==> config.mk <==
export PLATFORM = sky130hd
export DESIGN_NAME = regfile_dump_flat
export DESIGN_NICKNAME = d
export VERILOG_FILES = /design/src/rtl/regfile_dump_pkg.sv /design/src/rtl/regfile_dump_if.sv /design/src/rtl/regfile_dump_addr_counter.sv /design/src/rtl/regfile_dump.sv /design/src/flat_wrapper.sv
export SDC_FILE = /design/constraint.sdc
export NUM_CORES = 1
export LEC_CHECK = 0
export ABC_AREA = 1
export BUFFER_PORTS_ARGS = -buffer_cell sky130_fd_sc_hd__buf_4
export CAP_MARGIN = 20
export CORE_MARGIN = 3
export CORE_UTILIZATION = 49
export CTS_BUF_LIST = sky130_fd_sc_hd__clkbuf_16
export DETAILED_ROUTE_END_ITERATION = 8
export GPL_ROUTABILITY_DRIVEN = 0
export GPL_TIMING_DRIVEN = 1
export PLACE_DENSITY_LB_ADDON = 0.05
export SLEW_MARGIN = 20
export SYNTH_ARGS = -nofsm -noshare
export SYNTH_HDL_FRONTEND = slang
export SYNTH_SLANG_ARGS = --single-unit
==> constraint.sdc <==
create_clock -name clk -period 3.9 [get_ports clk]
set_input_delay 0.78 -clock clk [delete_from_list [all_inputs] [get_ports clk]]
set_output_delay 0.78 -clock clk [all_outputs]
set_load 0.03 [all_outputs]
==> src/rtl/regfile_dump_pkg.sv <==
// Shared types for the register-file debug dump engine.
package regfile_dump_pkg;

  typedef enum logic [1:0] {
    IDLE = 2'd0,
    READ = 2'd1,
    SEND = 2'd2,
    DONE = 2'd3
  } dump_state_t;

endpackage

==> src/rtl/regfile_dump_if.sv <==
// Register-file read port plus the (idx, data) valid/ready stream to the trace link.
interface regfile_dump_if #(
  parameter int WIDTH = 32,
  parameter int NREGS = 32,
  parameter int AW    = $clog2(NREGS)
);
  logic [AW-1:0]    rf_raddr;
  logic [WIDTH-1:0] rf_rdata;
  logic             out_valid;
  logic             out_ready;
  logic [WIDTH-1:0] out_data;
  logic [AW-1:0]    out_idx;

  modport master (
    output rf_raddr,
    input  rf_rdata,
    output out_valid,
    input  out_ready,
    output out_data,
    output out_idx
  );

  modport slave (
    input  rf_raddr,
    output rf_rdata,
    input  out_valid,
    output out_ready,
    input  out_data,
    input  out_idx
  );
endinterface

==> src/rtl/regfile_dump_addr_counter.sv <==
// Register address walker: clears at dump start, steps once per accepted word.
module addr_counter #(
  parameter int AW = 5
) (
  input  logic          clk,
  input  logic          rst,
  input  logic          clr,
  input  logic          inc,
  output logic [AW-1:0] cnt
);

  always_ff @(posedge clk) begin
    if (!rst)     cnt <= '0;
    else if (clr) cnt <= '0;
    else if (inc) cnt <= cnt + 1'b1;
  end

endmodule

==> src/rtl/regfile_dump.sv <==
// Walks every register through a dedicated read port and streams (idx, data) pairs out.
module regfile_dump
  import regfile_dump_pkg::*;
#(
  parameter int WIDTH = 32,
  parameter int NREGS = 32,
  parameter int AW    = $clog2(NREGS)
) (
  input  logic           clk,
  input  logic           rst,
  input  logic           start,
  regfile_dump_if.master bus,
  output logic           busy,
  output logic           done
);

  localparam logic [AW-1:0] LAST = AW'(NREGS - 1);

  dump_state_t   state, nxt;
  logic          clr, inc, hs, last;
  logic [AW-1:0] cnt;

  addr_counter #(.AW(AW)) u_cnt (
    .clk (clk),
    .rst (rst),
    .clr (clr),
    .inc (inc),
    .cnt (cnt)
  );

  assign hs   = bus.out_valid & bus.out_ready;
  assign last = (cnt == LAST);

  always_ff @(posedge clk) begin
    if (!rst) state <= IDLE;
    else      state <= nxt;
  end

  always_comb begin
    nxt = state;
    clr = 1'b0;
    inc = 1'b0;
    case (state)
      IDLE: if (start) begin
        clr = 1'b1;
        nxt = READ;
      end
      READ: nxt = SEND;
      SEND: if (hs) begin
        // the counter parks on the last address rather than wrapping
        if (!last) begin
          inc = 1'b1;
          nxt = READ;
        end else begin
          nxt = DONE;
        end
      end
      DONE:    nxt = IDLE;
      default: nxt = IDLE;
    endcase
  end

  always_ff @(posedge clk) begin
    if (!rst) begin
      bus.out_valid <= 1'b0;
      bus.out_data  <= '0;
      bus.out_idx   <= '0;
    end else begin
      case (state)
        READ: begin
          bus.out_valid <= 1'b1;
          bus.out_data  <= bus.rf_rdata;
          bus.out_idx   <= cnt;
        end
        SEND: if (hs) bus.out_valid <= 1'b0;
        default: ;
      endcase
    end
  end

  assign bus.rf_raddr = cnt;
  assign busy         = (state == READ) || (state == SEND);
  assign done         = (state == DONE);

endmodule

==> src/flat_wrapper.sv <==
// flat-port wrapper written by rule: the top's interface ports become plain ports
module regfile_dump_flat import regfile_dump_pkg::*;
#(
  parameter int WIDTH = 32,
  parameter int NREGS = 32,
  parameter int AW    = $clog2(NREGS)
)
  (clk, rst, start, busy, done, bus_rf_raddr, bus_rf_rdata, bus_out_valid, bus_out_ready, bus_out_data, bus_out_idx);
  regfile_dump_if #(.WIDTH(WIDTH), .NREGS(NREGS), .AW(AW)) bus_i ();
  input  logic clk;
  input  logic rst;
  input  logic start;
  output logic busy;
  output logic done;
  output wire logic [$bits(bus_i.rf_raddr)-1:0] bus_rf_raddr;
  input wire logic [$bits(bus_i.rf_rdata)-1:0] bus_rf_rdata;
  output wire logic [$bits(bus_i.out_valid)-1:0] bus_out_valid;
  input wire logic [$bits(bus_i.out_ready)-1:0] bus_out_ready;
  output wire logic [$bits(bus_i.out_data)-1:0] bus_out_data;
  output wire logic [$bits(bus_i.out_idx)-1:0] bus_out_idx;
  assign bus_rf_raddr = bus_i.rf_raddr;
  assign bus_i.rf_rdata = bus_rf_rdata;
  assign bus_out_valid = bus_i.out_valid;
  assign bus_i.out_ready = bus_out_ready;
  assign bus_out_data = bus_i.out_data;
  assign bus_out_idx = bus_i.out_idx;
  regfile_dump #(.WIDTH(WIDTH), .NREGS(NREGS), .AW(AW)) u_core (.clk(clk), .rst(rst), .start(start), .bus(bus_i), .busy(busy), .done(done));
endmodule
==> metrics.txt, run 1 <==
status=finished, final reports clean; f_max=491 MHz; Synth Instances=225; P per Cell Area=866 nW/um2; largest family of logic cells by synthesized area=simple AND/OR/NAND/NOR gates; post-cts sizing count=0; critical path fanouts, max=4; width of the die=65.6 um; Synth Area in Simple Gates=24.6%; count of state elements after synthesis=45; pin count of the biggest net entering global routing=42; worst path bufs/invs=2; Critical Path Max Stage Delay=0.39 ns; Synth Area in Compound Gates=14.0%; routed len/inst=12.3 um; Iteration-0 DRC Markers=125; number of port buffers=80; Synth top cells by count=nor2_1, dfxtp_1, o21ai_0; YS warnings=0; pre-CTS setup slack=2.06 ns; first-pass GRT wire length=7.14 mm; Worst Tran Pin Value=0.595 ns; FFs w/ async S/R, synth=0%; crit share post-route=52.2%; hold_buf cts=0; total negative setup slack=0 ns; Inserted Clock Buffers=5; crit-path leading delay family=flip-flops; vias=1,711; Reg clk slew, reported paths=0.06 ns; Critical Path Source Type=flip-flop; post-CTS setup repair buffer count=0; vias in the first global route=1,663; Peak supply drop=0.000501 V; leading area contributor after synthesis=dfxtp_1; Post-Syn Area=1740 um2; # rows=21; worst hold path type=flip-flop to flip-flop; CTS sink count=45; CTS tree=built; final worst setup slack=1.86 ns; DRT antenna net count=0; share of the synthesized area in the top cell type=51.8%; hpwl dp=2.95 mm; drt drc=0; WHS=0.499 ns; post-synth net total=268; CP Cell Sequence=inv_1 -> ha_1 -> buf_4; Final Hold Vio Count=0; post-synthesis mux area share=0%; sequential area share after synthesis=51.8%; leakage power=1.25 nW; Arr. time, crit path=1.26 ns; GRT overflow=0; CTS Buffer Depth=2; Clk Latency, worst-skew pair=0.28 ns; CTS Root Cell=clkbuf_16; Primary FF master, synth=dfxtp_1; Final Skew=0.00279 ns; Netlist cell types=20; layout cells sized above 1=31.0%; unrepaired setup endpoints after global routing=no; Mapped Avg Cell Area=7.73 um2; Synth area leaders=dfxtp_1, nor2_1, o21ai_0; total chip power=2.18 mW; Total Wirelength=4.30 mm; max-cap violation count=0; GRT Util Overall=21.5%; Setup violations, final=0; Critical Path RT=3.12 ns; Die ar.=4300 um2; Area Overhead vs Synth=44.8%; n_diodes=0; Synth Area in Adders=5.04%; Setup CP Type=flip-flop to output pin; most instantiated library cell after synthesis=nor2_1; initial antenna violation count=0; Die Y=65.6 um; H-tree levels=2; TritonRoute pass-1 iters=4; core box area=3390 um2; CP Capture Type=output pin; Post-synth EDFFs=0; Post-Synth XOR/XNOR Area=0%; Slew Viols, Final=0; Rel. slew slack=60.3%; vias per cell=4.90; Post-layout nets=345; Tmin final=2.04 ns; Starting Density=51.3%; number of I/O pins=81; Slowest cell on crit path=dfxtp_1
power breakdown:
part | internal [mW] | leakage [nW] | total, mW | switching (mW)
registers | 0.625 | 0.370 | 0.716 | 0.0912
logic | 0.339 | 0.799 | 0.999 | 0.660
clock network | 0.300 | 0.0775 | 0.466 | 0.166
total | 1.26 | 1.25 | 2.18 | 0.917
per-layer routing:
| metal | GRT usage [%] | vias to the layer above | wire length (um) |
|---|---|---|---|
| li1 | - | 873 | - |
| met1 | 23.7 | 775 | 1810 |
| met2 | 38.1 | 58 | 2110 |
| met3 | 8.03 | 5 | 343 |
| met4 | 6.22 | 0 | 40 |
| met5 | 0 | - | 0 |
cell families (layout without fill, tap and decap cells):
group / Yosys count / count (layout)
AO/OA/AOI/OAI: 47 / 47
flip-flops: 45 / 45
AND/OR/NAND/NOR: 108 / 108
buffers and inverters: 18 / 96
adder cells (fa/ha/maj): 7 / 7
cell type report:
class                      count  area [um2]
clock buffer                   5         125
timing repair buffer          81         608
multi-input combinational    162         759
sequential                    45         901
fill                         269         871
clock inverter                 3        41.3
tap                           46        57.6
inverter                       7        26.3
flip-flops by register name, summed over array words and instances, names as in the netlist:
register and cells:
u_core.bus.out_data 32, u_core.state 2, u_core.u_cnt.cnt 5, u_core.bus.out_idx 5, u_core.bus.out_valid 1
worst register-to-register path, delay by kind of cell (launching register included):
kind,cells,cell delay [ns]
adders and majority gates,1,0.20
DFF,1,0.38
AOI/OAI and AO/OA,2,0.21
buffers and inverters,3,0.85
and+or+nand+nor,1,0.07
cells in the final DEF, fill, tap and decap left out, drive strengths merged:
master / Yosys / routed
nor2: 82 / 82
buf: 7 / 81
dfxtp: 45 / 45
o21ai: 40 / 40
nand2: 21 / 21
ha: 7 / 7
inv: 7 / 7
a21oi: 6 / 6
clkbuf: 4 / 5
nand3: 4 / 4
nand4: 1 / 1
a31oi: 1 / 1
clkinv: 0 / 1
bufinv: 0 / 1
clkinvlp: 0 / 1
per-stage QoR:
stage / instances / cell area [um2] / util [%]
CTS: 349 / 2520 / 74.3
global placement: 341 / 2350 / 69.4
finish: 349 / 2520 / 74.3
global route: 349 / 2520 / 74.3
floorplan: 225 / 1740 / -
detailed placement: 341 / 2350 / 69.4
worst paths after layout:
path	slack, ns	endpoint	from	cells past startpoint
max reg2reg	2.06	u_core.bus.out_valid$_SDFFE_PN0P_	u_core.state[1]$_SDFFE_PN0P_	7
min	0.50	u_core.bus.out_data[23]$_SDFFE_PN0P_	u_core.bus.out_data[23]$_SDFFE_PN0P_	2
min reg2reg	0.50	u_core.bus.out_data[23]$_SDFFE_PN0P_	u_core.bus.out_data[23]$_SDFFE_PN0P_	2
max	1.86	busy	u_core.state[0]$_SDFFE_PN0P_	3
No activity file was read; power rests on OpenSTA's default activity.
==> run 2, diff against run 1 <==
- CORE_UTILIZATION: 49 -> 41
- clock period: 3.9 -> 1.75 ns (I/O delays scaled with it)
==> metrics.txt, run 2 (same netlist as run 1, synthesis figures left out) <==
drt drc=0 (unchanged); fin area=2560 um2 (+1.5%); P per Cell Area=1920 nW/um2 (+120%); Top Registers=u_core.bus.out_data x32, u_core.bus.out_idx x5, u_core.u_cnt.cnt x5; f_max=634 MHz; Setup violations, final=0 (unchanged); Critical Path Source Type=flip-flop; post-cts sizing count=0 (unchanged); Post-layout nets=350 (+1.4%); vias=1,713 (+0.12%); GRT overflow=0 (unchanged); CP Cell Sequence=inv_1 -> ha_1 -> buf_4; # rows=23 (+9.5%); CTS sink count=45 (unchanged); total negative setup slack=0 ns (unchanged); Die Y=71.1 um (+8.5%); pin count of the biggest net entering global routing=24 (-43%); Critical Path RT=1.40 ns (-1.72 ns); vias per cell=4.78 (-2.4%); Starting Density=42.9% (-8.4 points); Die ar.=5060 um2 (+18%); Iteration-0 DRC Markers=67 (-46%); crit share post-route=90.1%; Clk Latency, worst-skew pair=0.28 ns (about the same); CTS Buffer Depth=2 (unchanged); most common cell after layout, fill and taps aside=buf_4; core box area=4060 um2 (+20%); Tmin final=1.58 ns; layout cells sized above 1=31.8% (+0.80 points); Peak supply drop=0.000951 V (+90%); max-cap violation count=0 (unchanged); Area Overhead vs Synth=47.1%; Slew Viols, Final=0 (unchanged); unrepaired setup endpoints after global routing=no; leakage power=1.28 nW (+2.3%); n_diodes=0 (unchanged); number of port buffers=80 (unchanged); routed len/inst=11.9 um (-3.2%); CTS tree=built; worst hold path type=input port to flip-flop; commonest cells after routing, fill and taps aside=buf_4, nor2_1, dfxtp_1; width of the die=71.1 um (+8.5%); Total Wirelength=4.27 mm (-0.70%); Final Skew=0.00634 ns (+0.00355 ns); CP Capture Type=output pin; post-CTS setup repair buffer count=0 (unchanged); number of I/O pins=81 (unchanged); initial antenna violation count=0 (unchanged); Slowest cell on crit path=dfxtp_1; first-pass GRT wire length=6.96 mm (-2.6%); placed insts=350 (+2.6%); Worst Tran Pin Value=0.251 ns (-0.344 ns); critical path fanouts, max=4 (unchanged); Util after Layout=63.0% (-11 points); Most flops, register=u_core.bus.out_data; WHS=0.289 ns (-0.209 ns); Largest register FFs=32 (unchanged); TritonRoute pass-1 iters=4 (unchanged); Inserted Clock Buffers=5 (unchanged); vias in the first global route=1,578 (-5.1%); Setup CP Type=flip-flop to output pin; Critical Path Max Stage Delay=0.38 ns (about the same); status=finished, final reports clean; Arr. time, crit path=1.23 ns (-0.03 ns); Non-Filler Instances=358 (+2.6%); DRT antenna net count=0 (unchanged); GRT Util Overall=16.8% (-4.6 points); H-tree levels=2 (unchanged); area of placed instances=2390 um2 (+1.8%); Final Hold Vio Count=0 (unchanged); Reg clk slew, reported paths=0.06 ns (about the same); CTS Root Cell=clkbuf_16; Rel. slew slack=83.3% (+23 points); hpwl dp=3.05 mm (+3.3%); hold_buf cts=0 (unchanged)
[run 2: cell type report]
type / count / area (um2)
clock inverters: 3 / 37.5
clock buffers: 5 / 125
inverters: 7 / 26.3
repair buffers: 86 / 646
well taps: 50 / 62.6
multi-input cells: 162 / 759
flip-flops and latches: 45 / 901
fillers: 386 / 1500
[run 2: path summary, 6_finish.rpt]
kind,start,depth (start not counted),slack (ns),end
max,u_core.state[0]$_SDFFE_PN0P_,3,0.17,busy
min,bus_rf_rdata[24],3,0.29,u_core.bus.out_data[24]$_SDFFE_PN0P_
max reg2reg,u_core.u_cnt.cnt[1]$_SDFFE_PP0P_,8,0.26,u_core.u_cnt.cnt[3]$_SDFFE_PP0P_
min reg2reg,u_core.bus.out_data[11]$_SDFFE_PN0P_,2,0.49,u_core.bus.out_data[11]$_SDFFE_PN0P_
[run 2: per-stage QoR]
| step | setup WS (ns) | total power, mW |
|---|---|---|
| 3_5_place_dp | 0.282 | 3.92 |
| 6_report | 0.174 | 4.91 |
| 5_1_grt | 0.0780 | 5.22 |
| 2_1_floorplan | 0.159 | 3.06 |
| 3_3_place_gp | 0.300 | 3.91 |
| 4_1_cts | 0.164 | 4.97 |
[run 2: layer usage]
metal | track usage (%) | part of all wire (%)
met3 | 6.11 | 7.1
met1 | 21.1 | 44
met4 | 4.18 | 0.89
met2 | 27.7 | 48
met5 | 0 | 0
[run 2: critical path: cells and delay by family, from the launching register on]
| kind | cells | cell delay, ns |
|---|---|---|
| flip-flops | 1 | 0.38 |
| adder cells (fa/ha/maj) | 1 | 0.30 |
| buffers and inverters | 2 | 0.28 |
[run 2: report_power, final]
| group | leakage, nW | switching, mW | internal [mW] | total, mW |
|---|---|---|---|---|
| logic | 0.823 | 1.49 | 0.818 | 2.30 |
| clock network | 0.0826 | 0.359 | 0.663 | 1.02 |
| registers | 0.370 | 0.189 | 1.39 | 1.58 |
| total | 1.28 | 2.03 | 2.87 | 4.91 |
